## config.mk

```make
export PLATFORM = sky130hd
export DESIGN_NAME = logits_argmax
export DESIGN_NICKNAME = d
export VERILOG_FILES = /design/src/rtl/mnist_pkg.sv /design/src/rtl/sat_margin.sv /design/src/rtl/logits_argmax.sv
export SDC_FILE = /design/constraint.sdc
export NUM_CORES = 1
export LEC_CHECK = 0
export CORE_MARGIN = 1
export CORE_UTILIZATION = 36
export DETAILED_ROUTE_END_ITERATION = 10
export PLACE_DENSITY = 0.58
export SYNTH_ARGS = -nofsm -noshare
export SYNTH_HDL_FRONTEND = slang
export SYNTH_SLANG_ARGS = --single-unit
export TNS_END_PERCENT = 1
```

## constraint.sdc

```tcl
create_clock -name clk -period 6.5 [get_ports clk]
set_input_delay 1.625 -clock clk [delete_from_list [all_inputs] [get_ports clk]]
set_output_delay 1.625 -clock clk [all_outputs]
set_load 0.05 [all_outputs]
```

## src/rtl/mnist_pkg.sv

```systemverilog
// Shared constants and types for the MNIST inference datapath.
package mnist_pkg;

  localparam int LOGIT_W     = 32;
  localparam int NUM_CLASSES = 10;

  localparam logic signed [LOGIT_W-1:0] LOGIT_MIN = {1'b1, {(LOGIT_W-1){1'b0}}};
  localparam logic signed [LOGIT_W-1:0] LOGIT_MAX = {1'b0, {(LOGIT_W-1){1'b1}}};

  typedef enum logic [1:0] {
    IDLE = 2'd0,
    SCAN = 2'd1,
    EMIT = 2'd2,
    DONE = 2'd3
  } argmax_state_t;

endpackage

```

## src/rtl/sat_margin.sv

```systemverilog
// Combinational max-minus-second margin.
// The subtract is done one bit wider than the logits, so it cannot wrap.
// The result is clamped to the largest positive logit value.
module sat_margin #(
  parameter int LOGIT_W = 32
) (
  input  logic signed [LOGIT_W-1:0] i_max,
  input  logic signed [LOGIT_W-1:0] i_second,
  output logic        [LOGIT_W-1:0] o_margin
);

  localparam logic signed [LOGIT_W:0] W_CLAMP = {2'b00, {(LOGIT_W-1){1'b1}}};

  logic signed [LOGIT_W:0] w_diff;

  // Widened subtract, then clamp. A negative result cannot occur when max >= second.
  // Floor it at zero anyway, for safety.
  always_comb begin
    w_diff = {i_max[LOGIT_W-1], i_max} - {i_second[LOGIT_W-1], i_second};
    if (w_diff > W_CLAMP)
      o_margin = W_CLAMP[LOGIT_W-1:0];
    else if (w_diff < 0)
      o_margin = '0;
    else
      o_margin = w_diff[LOGIT_W-1:0];
  end

endmodule

```

## src/rtl/logits_argmax.sv

```systemverilog
// Argmax scan over the FC2 logit buffer.
// The block reads one logit per cycle.
// It presents the class, logit and saturated margin on a valid/ready handshake.
module logits_argmax #(
  parameter int OUT_DIM = 10,
  parameter int LOGIT_W = 32,
  localparam int AW     = (OUT_DIM > 1) ? $clog2(OUT_DIM) : 1
) (
  input  logic                      clk,
  input  logic                      rst,
  input  logic                      start,
  output logic                      busy,
  output logic                      done,
  output logic [AW-1:0]             rd_addr,
  input  logic signed [LOGIT_W-1:0] rd_data,
  output logic                      res_valid,
  input  logic                      res_ready,
  output logic [AW-1:0]             res_class,
  output logic signed [LOGIT_W-1:0] res_logit,
  output logic [LOGIT_W-1:0]        res_margin
);
  import mnist_pkg::*;

  localparam logic [AW-1:0]             LAST = AW'(OUT_DIM - 1);
  localparam logic signed [LOGIT_W-1:0] LMIN = {1'b1, {(LOGIT_W-1){1'b0}}};
  localparam logic        [LOGIT_W-1:0] LMAX = {1'b0, {(LOGIT_W-1){1'b1}}};

  argmax_state_t r_state, w_state_n;

  logic                      r_busy, r_done, r_res_valid;
  logic [AW-1:0]             r_k;          // scan index, doubles as read address
  logic [AW-1:0]             r_idx, r_res_class;
  logic signed [LOGIT_W-1:0] r_max, r_sec, r_res_logit;
  logic [LOGIT_W-1:0]        r_res_margin;

  logic [AW-1:0]             w_idx_n;
  logic signed [LOGIT_W-1:0] w_max_n, w_sec_n;
  logic [LOGIT_W-1:0]        w_margin, w_margin_fin;

  // State register.
  always_ff @(posedge clk) begin
    if (rst) r_state <= IDLE;
    else     r_state <= w_state_n;
  end

  // Next-state logic.
  always_comb begin
    w_state_n = r_state;
    case (r_state)
      IDLE: if (start)                    w_state_n = SCAN;
      SCAN: if (r_k == LAST)              w_state_n = EMIT;
      EMIT: if (r_res_valid && res_ready) w_state_n = DONE;
      DONE:                               w_state_n = IDLE;
      default:                            w_state_n = IDLE;
    endcase
  end

  // Running max/second update for the logit being read this cycle.
  // A strict compare keeps the lowest index on ties.
  // The later equal value then becomes the second-best logit.
  always_comb begin
    w_max_n = r_max;
    w_sec_n = r_sec;
    w_idx_n = r_idx;
    if (r_k == '0) begin
      w_max_n = rd_data;
      w_sec_n = LMIN;
      w_idx_n = '0;
    end else if (rd_data > r_max) begin
      w_sec_n = r_max;
      w_max_n = rd_data;
      w_idx_n = r_k;
    end else if (rd_data > r_sec) begin
      w_sec_n = rd_data;
    end
  end

  sat_margin #(.LOGIT_W(LOGIT_W)) u_sat_margin (
    .i_max    (w_max_n),
    .i_second (w_sec_n),
    .o_margin (w_margin)
  );

  // A single logit has no runner-up, so its margin is reported as the full scale.
  assign w_margin_fin = (OUT_DIM == 1) ? LMAX : w_margin;

  // Datapath, handshake and status registers.
  always_ff @(posedge clk) begin
    if (rst) begin
      r_busy       <= 1'b0;
      r_done       <= 1'b0;
      r_res_valid  <= 1'b0;
      r_k          <= '0;
      r_idx        <= '0;
      r_max        <= '0;
      r_sec        <= '0;
      r_res_class  <= '0;
      r_res_logit  <= '0;
      r_res_margin <= '0;
    end else begin
      case (r_state)
        IDLE: begin
          if (start) begin
            r_k    <= '0;
            r_busy <= 1'b1;
          end
        end
        SCAN: begin
          r_max <= w_max_n;
          r_sec <= w_sec_n;
          r_idx <= w_idx_n;
          if (r_k != LAST) begin
            r_k <= r_k + 1'b1;
          end else begin
            r_res_class  <= w_idx_n;
            r_res_logit  <= w_max_n;
            r_res_margin <= w_margin_fin;
            r_res_valid  <= 1'b1;
          end
        end
        EMIT: begin
          if (r_res_valid && res_ready) begin
            r_res_valid <= 1'b0;
            r_busy      <= 1'b0;
            r_done      <= 1'b1;
          end
        end
        DONE: r_done <= 1'b0;
        default: ;
      endcase
    end
  end

  assign busy       = r_busy;
  assign done       = r_done;
  assign rd_addr    = r_k;
  assign res_valid  = r_res_valid;
  assign res_class  = r_res_class;
  assign res_logit  = r_res_logit;
  assign res_margin = r_res_margin;

endmodule

```

# Yosys cells after proc, flatten, opt, wreduce, memory -nomap -nowiden
# Index checks and enable logic that the tools add are counted.
# op_classes
order_cmp	4
bitwise_logic	1
n_reduce_logical	13
muxes	23
n_eq_ne	10
add_sub_neg	2
# op_table
operator	count
32-bit two-way mux	7
32-bit > comparator	2
33-bit by 32-bit > comparator with 1-bit output, second input constant	1
33-bit by 1-bit less-than comparator with 1-bit output, second input constant	1
32-bit by 32-bit subtractor with 33-bit output	1
4-bit two-way mux	4
3-bit AND reduction	4
2-bit != test, second input constant	5
2-bit case mux with 4 select lines	1
4-bit case mux with 2 select lines	1
2-bit nonzero test	4
2-bit two-way mux	3
1-bit case mux with 2 select lines	3
4-bit by 1-bit adder with 4-bit output, second input constant	1
2-bit equality test, second input constant	2
4-bit equality test, second input constant	1
4-bit zero test	1
1-bit two-way mux	4
4-bit != test, second input constant	1
2-bit AND reduction	2
2-bit by 1-bit equality test with 1-bit output, second input constant	1
2-bit zero test	1
1-bit logical AND	1
1-bit inverter	1
# word_totals
output_inout_bits	75
word_cells	64
inputBits	36
register_bits	145

# Logic depth before layout (Yosys ltp)
# Gate-level depths: netlist (run 1).
# logic_depth
ltp_word	8
depth_mapped	25
depth_no_buf	22

# Hierarchy
# From an unflattened synthesis (run 1), not the netlist that was laid out.
# hier_totals
cells_unflattened	1390
area_unflattened_um2	10477.5
# by_module_without_submodules
mod	area_each_um2	instances	cells_per_inst	seq_area_each_um2
logits_argmax	8453.1	1	1081	2902.8
sat_margin	2024.4	1	309	0.0

# Worst setup path after synthesis (run 1)
# OpenSTA, ideal clock, no wires.
# synth_path
kind	input -> register
start	input rd_data[27]
end	register r_res_margin[10], in the netlist res_margin[10]
arrival_time_ns	6.506
setup_slack_ns	-0.081
cell_stages	22
setup_ns	0.074
required_ns	6.426
n_path_buf	2
path_cell_list	ha_1 and3_1 nand4_1 or4_4 o32ai_1 a211oi_1 mux2i_4 mux2_2 a22oi_1 inv_1 fa_1 nand2b_1 a21o_1 a31o_2 o21a_1 o21ai_1 a211oi_1 a2bb2oi_1 or3_1 clkbuf_1 clkbuf_1 o21ai_0
# synth_via
elab_chain_len	8
elab_cells_between_ends	12
classes_between	add/sub (1); order compare (4); mux (7)
# synth_lines
element	line	source
from (decl)	logits_argmax.sv:15	input logic signed [LOGIT_W-1:0] rd_data,
32-bit > comparator	logits_argmax.sv:73	end else if (rd_data > r_sec) begin
32-bit two-way mux	logits_argmax.sv:73	
32-bit two-way mux *	logits_argmax.sv:69	end else if (rd_data > r_max) begin
32-bit two-way mux *	logits_argmax.sv:65	if (r_k == '0) begin
net u_sat_margin.i_second[1]	sat_margin.sv:8	input logic signed [LOGIT_W-1:0] i_second,
32-bit by 32-bit subtractor with 33-bit output *	sat_margin.sv:19	w_diff = {i_max[LOGIT_W-1], i_max} - {i_second[LOGIT_W-1], i_second};
33-bit by 1-bit less-than comparator with 1-bit output	sat_margin.sv:22	else if (w_diff < 0)
32-bit two-way mux	sat_margin.sv:22	
32-bit two-way mux *	sat_margin.sv:20	if (w_diff > W_CLAMP)
to (signal assigned)	logits_argmax.sv:117	r_res_margin <= w_margin_fin;
to (decl)	logits_argmax.sv:34	logic [LOGIT_W-1:0] r_res_margin;
# Mark *: on every way through the listed nets, which the timed path passes. The rest lies on a longest branch.
# A chain may end at the register's enable or synchronous reset.

# Worst setup path after layout (run 1)
# layout_path
start	input rd_data[31]
end	register r_res_margin[30], in the netlist res_margin[30]
# Same word-level chain as after synthesis.

==> out/metrics.sh, run 1 <==
POST-SYNTH-TOP-AREA-FRACTION_PCT=29.7
CTS_MAX_LEVEL=4
STATUS='complete, no violations'
FF2FF_PATH_DEPTH=24
LAYOUT.CELLS.MOST_COMMON_LIST='254 x sky130_fd_sc_hd__buf_4, 195 x sky130_fd_sc_hd__nor2_1, 145 x sky130_fd_sc_hd__dfxtp_1, 107 x sky130_fd_sc_hd__inv_1, 103 x sky130_fd_sc_hd__a211oi_1'
CRIT_TYPE='input port to flip-flop'
SYN-INSTANCE-COUNT=1221
CTS_HOLD_BUFFERS=0
WORSTPATHREQUIRED_PS=6850
TIMING.HOLD.WORST_ENDPOINT='res_margin[3]'
ROUTE.DETAILED.WL_PER_INST_UM=16.6
MAX_SLEW_MARGIN_PCT=18.3
VIAS_IN_THE_FIRST_GLOBAL_ROUTE=9557
PLACEABLECOREAREA_UM2=26400
DRCVIOLATIONCOUNT=0
CLOCK-ROOT-BUFFER='sky130_fd_sc_hd__clkbuf_16'
R2R_SLACK_PS=1060
HOLD_CLASS='flip-flop to flip-flop'
ASYNCSETRESETFLOPFRACSYNTH_PCT=0
SYNTH.NET_COUNT=1362
POWER.IR.VDD_WORST_mV=0.183
GRT_START_MAX_NET_PINS=79
NUMBER_OF_CTS_INSERTED_BUFFERS=17
WORST_SETUP_HOLD_PATH_CLK_SLEW_PS=70
INITIAL_ANTENNA_VIOLATION_COUNT=0
RR_ENDPOINT='res_margin[30]'
CP_DATA_ARRIVAL_TIME_PS=6710
POST_SYNTH.CELL_AREA_AVG_UM2=8.00
LAYOUT-AREA-OVERHEAD-VS-SYNTH_PCT=47.5
DRT_FIRST_ITER_VIOLATIONS=560
CLKLATENCYLATEPIN_PS=440
POSTSYNTHREGISTERBITS=145
FINALHOLDVIOLATIONS=0
DIE-HEIGHT_UM=167
SETUP_TNS_FINAL_PS=0
LAYOUT.CELLS.MOST_COMMON='sky130_fd_sc_hd__buf_4'
WIRE_LENGTH_OF_THE_FIRST_GLOBAL_ROUTING_PASS_MM=49.9
DIODES=0
POST_SYNTH_TOP_FLOP='sky130_fd_sc_hd__dfxtp_1'
DIE_W_UM=167
GRT_USAGE_PCT=22.5
DETAILROUTE.VIA_COUNT=9943
PLACEMENT_ROWS=59
YOSYS-TOP-CELLS-AREA='sky130_fd_sc_hd__dfxtp_1 30%, sky130_fd_sc_hd__ha_1 13%, sky130_fd_sc_hd__a211oi_1 8.2%, sky130_fd_sc_hd__nor2_1 7.5%, sky130_fd_sc_hd__a21oi_1 5.0%'
DETAILEDPLACEMENTHPWL_MM=23.4
NETS=1693
YS_SEQ_AREA_SHARE_PCT=29.7
CTS_BUFFER_DEPTH=2
DETAIL_ROUTE.WIRELENGTH_MM=31.5
WORSTPATHCELLLIST='dlygate4sd2_1, ha_1, nand4_1, or4_4, o32ai_4, a211oi_4, mux2i_4, buf_6, buf_4, mux2_4, a22oi_2, inv_1, fa_2, nand2b_4, a21o_1, a31o_2, o21a_1, buf_4, o211ai_1, a41o_1, a31oi_1, xor2_1, a211oi_1'
WORST-PATH-MAX-FANOUT=4
FINAL_UTIL_PCT=54.6
FIN_CRIT_SH_PCT=97.9
MINIMUM_CLOCK_PERIOD_AFTER_LAYOUT_PS=6360
POWER_LEAKAGE_nW=5.92
MAXCAPVIOLATIONS=0
FIN_WS_PS=139
SYNTHESIS.YOSYS.WARNINGS=0
FIN_WORST_HOLD_SLACK_PS=450
WORST_SLEW_PIN_SLEW_PS=1220
CRIT_PATH_MAX_INCR_DELAY_PS=580
SYNTH_TOP_AREA_CELL='sky130_fd_sc_hd__dfxtp_1'
MAX_FREQ_MHz=157
VIASPERCELL=5.23
DRT.ANTENNA.VIOLATING_NETS=0
WORST_PATH_MOST_REPEATED_CELL='sky130_fd_sc_hd__buf_4'
SYNTH_ENABLE_FLOP_CELLS=0
WORSTSETUPENDPOINTTYPE='flip-flop'
BOUNDARYPINS=111
INITIAL_UTILIZATION_PCT=37.0
NUMBER_OF_OPTIMIZATION_ITERATIONS_IN_THE_FIRST_DETAILED_ROUTE_PASS=5
SYNTH.LIB_CELLS_USED.DISTINCT=63
CTS.SINK_COUNT=145
LAYOUT_SKEW_PS=12.2
PLACE_WORST_SETUP_SLACK_PS=-1340
GP_CONGESTION=0.847
CRITICAL-PATH-SLOWEST-CELL='sky130_fd_sc_hd__or4_4'
POWER-PER-CELL-AREA_nW_PER_UM2=362
FP.DIEAREA_UM2=27800
FF_TO_FF_START='r_sec[27]'
GRT.OVERFLOW.TOTAL=0
CRITPATHLAUNCHTYPE='input port'
FINAL_LAYOUT_SIZE_SUFFIX_GT1_SHARE_PCT=28.0
WORST_HOLD_PATH.NUM_CELLS=2
DRV_SLEW=0
SYN-CELL-AREA_UM2=9760
TRITONCTS='yes'
SETUP_VIOL=0
TIMING.HOLD.WORST.START='res_margin[3]'
NUMPORTBUFFERS=110
-- routing by layer --
| layer | global-route usage, % | vias to the layer above | wire length (um) |
|---|---|---|---|
| li1 | - | 5030 | - |
| met2 | 38.2 | 226 | 15100 |
| met1 | 29.4 | 4652 | 14500 |
| met3 | 3.37 | 35 | 1310 |
| met4 | 6.28 | 0 | 493 |
| met5 | 0 | - | 0 |
-- power breakdown --
part	leakage (nW)	internal, mW	switching, mW
Sequential	1.18	1.05	0.146
Combinational	4.45	1.46	1.56
Clock	0.288	0.552	0.447
Total	5.92	3.06	2.15
-- synthesized netlist by cell type (3+ instances only) --
cell type,n
sky130_fd_sc_hd__nor2b_1,8
sky130_fd_sc_hd__nor4_1,4
sky130_fd_sc_hd__and2_1,3
sky130_fd_sc_hd__mux2_1,5
sky130_fd_sc_hd__inv_1,107
sky130_fd_sc_hd__a22o_1,3
sky130_fd_sc_hd__nand2_1,74
sky130_fd_sc_hd__ha_1,104
sky130_fd_sc_hd__a31oi_1,6
sky130_fd_sc_hd__nand2b_1,13
sky130_fd_sc_hd__a211oi_1,107
sky130_fd_sc_hd__and3_1,3
sky130_fd_sc_hd__a21oi_1,98
sky130_fd_sc_hd__buf_6,3
sky130_fd_sc_hd__mux2_2,17
sky130_fd_sc_hd__a211o_1,6
sky130_fd_sc_hd__a221oi_1,3
sky130_fd_sc_hd__nand4_1,19
sky130_fd_sc_hd__nor3b_1,4
sky130_fd_sc_hd__dfxtp_1,145
sky130_fd_sc_hd__o21bai_1,6
sky130_fd_sc_hd__o211ai_1,8
sky130_fd_sc_hd__a311oi_1,12
sky130_fd_sc_hd__mux2i_1,6
sky130_fd_sc_hd__a22oi_1,10
sky130_fd_sc_hd__nor3_1,8
sky130_fd_sc_hd__a21o_1,20
sky130_fd_sc_hd__xnor2_1,12
sky130_fd_sc_hd__mux2_4,9
sky130_fd_sc_hd__or3_1,4
sky130_fd_sc_hd__o21ai_0,46
sky130_fd_sc_hd__clkbuf_1,57
sky130_fd_sc_hd__a22oi_2,20
sky130_fd_sc_hd__nor2_1,196
sky130_fd_sc_hd__xor2_1,15
sky130_fd_sc_hd__nand3_1,13
sky130_fd_sc_hd__o21a_1,9
sky130_fd_sc_hd__buf_2,7
-- cells by family (layout without fill, tap and decap cells) --
family | count (synthesis) | after routing | share of synthesized area (%)
AO/OA/AOI/OAI | 376 | 376 | 26.8
AND/OR/NAND/NOR | 354 | 354 | 15.7
buffers and inverters | 176 | 520 | 7.09
flip-flops | 145 | 145 | 29.7
adder cells (fa/ha/maj) | 105 | 105 | 13.5
multiplexers | 38 | 38 | 4.77
XOR/XNOR | 27 | 27 | 2.42
-- worst max-delay path by stage --
stage	start	end	slack (ps)	depth (start not counted)
6_report	rd_data[31]	res_margin[30]	140	23
5_1_grt	rd_data[19]	res_margin[30]	-10	24
4_1_cts	rd_data[14]	res_margin[7]	3	24
3_5_place_dp	rd_data[29]	res_margin[1]	-1340	22
3_3_place_gp	rd_data[29]	res_margin[0]	-1310	22
2_1_floorplan	rd_data[27]	res_margin[10]	5	24
-- timing repair --
| action | CTS | global route |
|---|---|---|
| gates resized for setup | 55 | 94 |
| pin swaps | 20 | 55 |
| setup buffers | 10 | 12 |
| cloned | 1 | 0 |
| setup endpoints to repair | 31 | 31 |
-- cell type report --
class | instances | area [um^2]
clock buffer | 19 | 443
clock inverter | 13 | 140
fill | 2387 | 12000
inverter | 108 | 409
multi-input combinational | 900 | 6780
sequential | 145 | 2900
tap | 335 | 419
timing repair buffer | 380 | 3310
-- through the flow --
step | cell area, um^2 | std cells | total power, mW
floorplan | 9790 | 1221 | 2.85
global placement | 13000 | 1845 | 3.89
detailed placement | 13000 | 1845 | 3.93
CTS | 13900 | 1888 | 5.08
global route | 14400 | 1900 | 5.59
finish | 14400 | 1900 | 5.22
-- worst max-delay path, delay by kind of cell --
family                   cells  cell delay, ps
AO/OA/AOI/OAI               10            2030
XOR/XNOR                     1             160
adder cells (fa/ha/maj)      2             670
buffers and inverters        5             790
multiplexers                 2             530
AND/OR/NAND/NOR              3             920
-- registers in the layout, summed over array words and instances, names as in the netlist --
register	flops
done	1
res_logit	32
r_state	2
res_valid	1
res_margin	32
res_class	4
busy	1
r_max	32
rd_addr	4
r_idx	4
r_sec	32
Note: power is estimated with default switching activity, not from simulation.
==> run 2, diff against run 1 <==
--- a/config.mk
+++ b/config.mk
@@ -8,7 +8,9 @@
 export CORE_MARGIN = 1
 export CORE_UTILIZATION = 36
 export DETAILED_ROUTE_END_ITERATION = 10
-export PLACE_DENSITY = 0.58
+export DONT_BUFFER_PORTS = 1
+export PLACE_DENSITY = 0.53
+export REMOVE_ABC_BUFFERS = 1
 export SYNTH_ARGS = -nofsm -noshare
 export SYNTH_HDL_FRONTEND = slang
 export SYNTH_SLANG_ARGS = --single-unit
==> run 2 against run 1 <==
Compared with the run above:
- wire length fell by 6.3%
- cell count fell by 9.9%
- clock power rose by 4%
- critical path depth did not move
- critical endpoint is now res_margin[26]
- sequential share of layout area rose by 3.9 points
- hold slack improved by 32 ps
- global-route usage fell by 0.95 points
- count of clock-buffer cells in the layout rose by 3
- highest routed layer unchanged
- via count fell by 9.3%
- clock skew rose by 0.93 ps
==> out/metrics.sh, run 2 (synthesized netlist as in run 1, its figures left out) <==
MET3_ROUTED_WIRELENGTH_MM=1.39
NUMBER_OF_OPTIMIZATION_ITERATIONS_IN_THE_FIRST_DETAILED_ROUTE_PASS=7
WIRE_LENGTH_OF_THE_FIRST_GLOBAL_ROUTING_PASS_MM=47.7
TIMING.HOLD.WORST.START='r_idx[3]'
DIE_W_UM=167
CTS_MAX_LEVEL=4
POWER.IR.VDD_WORST_mV=0.162
SETUP_VIOL=0
INITIAL_UTILIZATION_PCT=37.0
PLACEABLECOREAREA_UM2=26400
NETS=1506
LAYOUT.CELLS.MOST_COMMON_LIST='196 x sky130_fd_sc_hd__nor2_1, 189 x sky130_fd_sc_hd__buf_4, 145 x sky130_fd_sc_hd__dfxtp_1, 107 x sky130_fd_sc_hd__inv_1, 106 x sky130_fd_sc_hd__a211oi_1'
R2R_SLACK_PS=1010
PLACEMENT_ROWS=59
WORSTSETUPENDPOINTTYPE='flip-flop'
CTS_HOLD_BUFFERS=0
HOLD_CLASS='flip-flop to flip-flop'
WORST_PATH_MOST_REPEATED_CELL='sky130_fd_sc_hd__buf_4'
CP_DATA_ARRIVAL_TIME_PS=6600
N_FILL_CELL=2580
SETUP_TNS_FINAL_PS=0
HIGHEST-SIGNAL-LAYER='met4'
DRT_FIRST_ITER_VIOLATIONS=581
POST_LAYOUT_NONFILLER_INSTANCES=1712
FP.DIEAREA_UM2=27800
MAXCAPVIOLATIONS=0
GRT_USAGE_PCT=21.5
ROUTE.DETAILED.WL_PER_INST_UM=17.2
WORSTPATHCELLLIST='ha_1, and3_1, nand4_1, or4_4, o32ai_2, a211oi_1, buf_4, mux2i_4, mux2_2, a22oi_1, inv_1, fa_1, nand2b_1, a21o_1, a31o_2, o21a_1, buf_4, o211ai_1, buf_4, a31oi_1, o211a_1, xor2_1, a211oi_1'
DIODES=0
NUMPORTBUFFERS=0
LAYOUT.CELLS.MOST_COMMON='sky130_fd_sc_hd__nor2_1'
DRCVIOLATIONCOUNT=0
FINALHOLDVIOLATIONS=0
DETAILEDPLACEMENTHPWL_MM=22.3
VIAS_IN_THE_FIRST_GLOBAL_ROUTE=8898
FIN_WORST_HOLD_SLACK_PS=482
POWER-PER-CELL-AREA_nW_PER_UM2=401
DETAIL_ROUTE.WIRELENGTH_MM=29.5
CP-STARTPOINT='rd_data[27]'
RR_ENDPOINT='res_margin[26]'
WORST_SLEW_PIN_SLEW_PS=798
CLOCK-ROOT-BUFFER='sky130_fd_sc_hd__clkbuf_16'
CTS_BUFFER_DEPTH=2
GRT.OVERFLOW.TOTAL=0
MAX_SLEW_MARGIN_PCT=46.8
BOUNDARYPINS=111
WORST_SETUP_HOLD_PATH_CLK_SLEW_PS=70
POSTLAYOUTCELLAREA_UM2=12100
FF2FF_PATH_DEPTH=24
FF_TO_FF_START='r_sec[27]'
WORST-PATH-BUF-INV=4
CRIT_CELLS=23
MAX_FREQ_MHz=160
CTS.SINK_COUNT=145
WORSTPATHREQUIRED_PS=6840
CRITPATHLAUNCHTYPE='input port'
GP_CONGESTION=0.885
POWER_LEAKAGE_nW=4.88
CRIT_PATH_MAX_INCR_DELAY_PS=590
GRT_START_MAX_NET_PINS=117
CLKLATENCYLATEPIN_PS=430
TRITONCTS='yes'
DIE-HEIGHT_UM=167
DPL_CELL_AREA_UM2=11400
INITIAL_ANTENNA_VIOLATION_COUNT=0
MET1_LENGTH_MM=13.8
MET2WIRELENGTH_MM=14.0
FINAL_LAYOUT_SIZE_SUFFIX_GT1_SHARE_PCT=20.6
VIASPERCELL=5.27
PLACEDCELLCOUNT=1679
WORST-PATH-MAX-FANOUT=4
CPLARGESTDELAYFAMILY='compound AO/OA/AOI/OAI gates'
LAYOUT-AREA-OVERHEAD-VS-SYNTH_PCT=23.6
TOTALPOWERFINAL_mW=4.84
DRT.ANTENNA.VIOLATING_NETS=0
FIN_CRIT_SH_PCT=96.3
MINIMUM_CLOCK_PERIOD_AFTER_LAYOUT_PS=6260
DRV_SLEW=0
CRITICAL-PATH-SLOWEST-CELL='sky130_fd_sc_hd__or4_4'
DETAILROUTE.VIA_COUNT=9019
LAYOUT_SKEW_PS=13.1
NUMBER_OF_CTS_INSERTED_BUFFERS=17
CRIT_TYPE='input port to flip-flop'
CRIT_PATH_END='res_margin[26]'
STATUS='complete, no violations'
[run 2: how the worst min path moves through the flow]
stage / endpoint / slack (ps) / cells past startpoint
2_1_floorplan: r_idx[2] / 440 / 2
3_3_place_gp: r_idx[2] / 460 / 2
3_5_place_dp: r_idx[3] / 470 / 1
4_1_cts: r_idx[3] / 480 / 1
5_1_grt: r_idx[3] / 490 / 1
6_report: r_idx[3] / 480 / 1
[run 2: stage by stage]
stage | worst slack (ps) | utilization (%)
finish | 240 | 45.8
global route | -72.5 | 45.8
CTS | 97.3 | 45.6
detailed placement | -330 | 43.3
global placement | -176 | 43.3
floorplan | -3610 | -
[run 2: where the power goes]
group | internal (mW) | total, mW | switching, mW
clock network | 0.633 | 1.04 | 0.405
registers | 1.05 | 1.21 | 0.158
logic | 1.20 | 2.59 | 1.39
total | 2.89 | 4.84 | 1.95
[run 2: final cells by class]
cell class	instances	area, um^2	share of cell area [%]
clock buffer	22	474	3.93
tap	335	419	3.47
multi-input combinational	900	6240	51.7
timing repair buffer	193	1500	12.4
inverter	108	405	3.36
sequential	145	2900	24.1
clock inverter	9	131	1.09
[run 2: routing by layer]
layer	track usage (%)	vias up
met2	37.0	153
met3	4.73	21
met1	27.4	4196
li1	-	4649
met4	4.43	0
met5	0	-
[run 2: repair_timing]
action	in CTS	in global routing
resized for setup	0	11
setup endpoints to repair	0	31
setup buffers	0	2
[run 2: worst register-to-register path: cells and delay by family (launching register included)]
| kind | cells | cell delay (ps) |
|---|---|---|
| AO/OA/AOI/OAI | 10 | 1860 |
| AND/OR/NAND/NOR | 4 | 1080 |
| adder cells (fa/ha/maj) | 2 | 720 |
| multiplexers | 2 | 620 |
| buffers and inverters | 5 | 610 |
| flip-flops | 1 | 370 |
| XOR/XNOR | 1 | 150 |
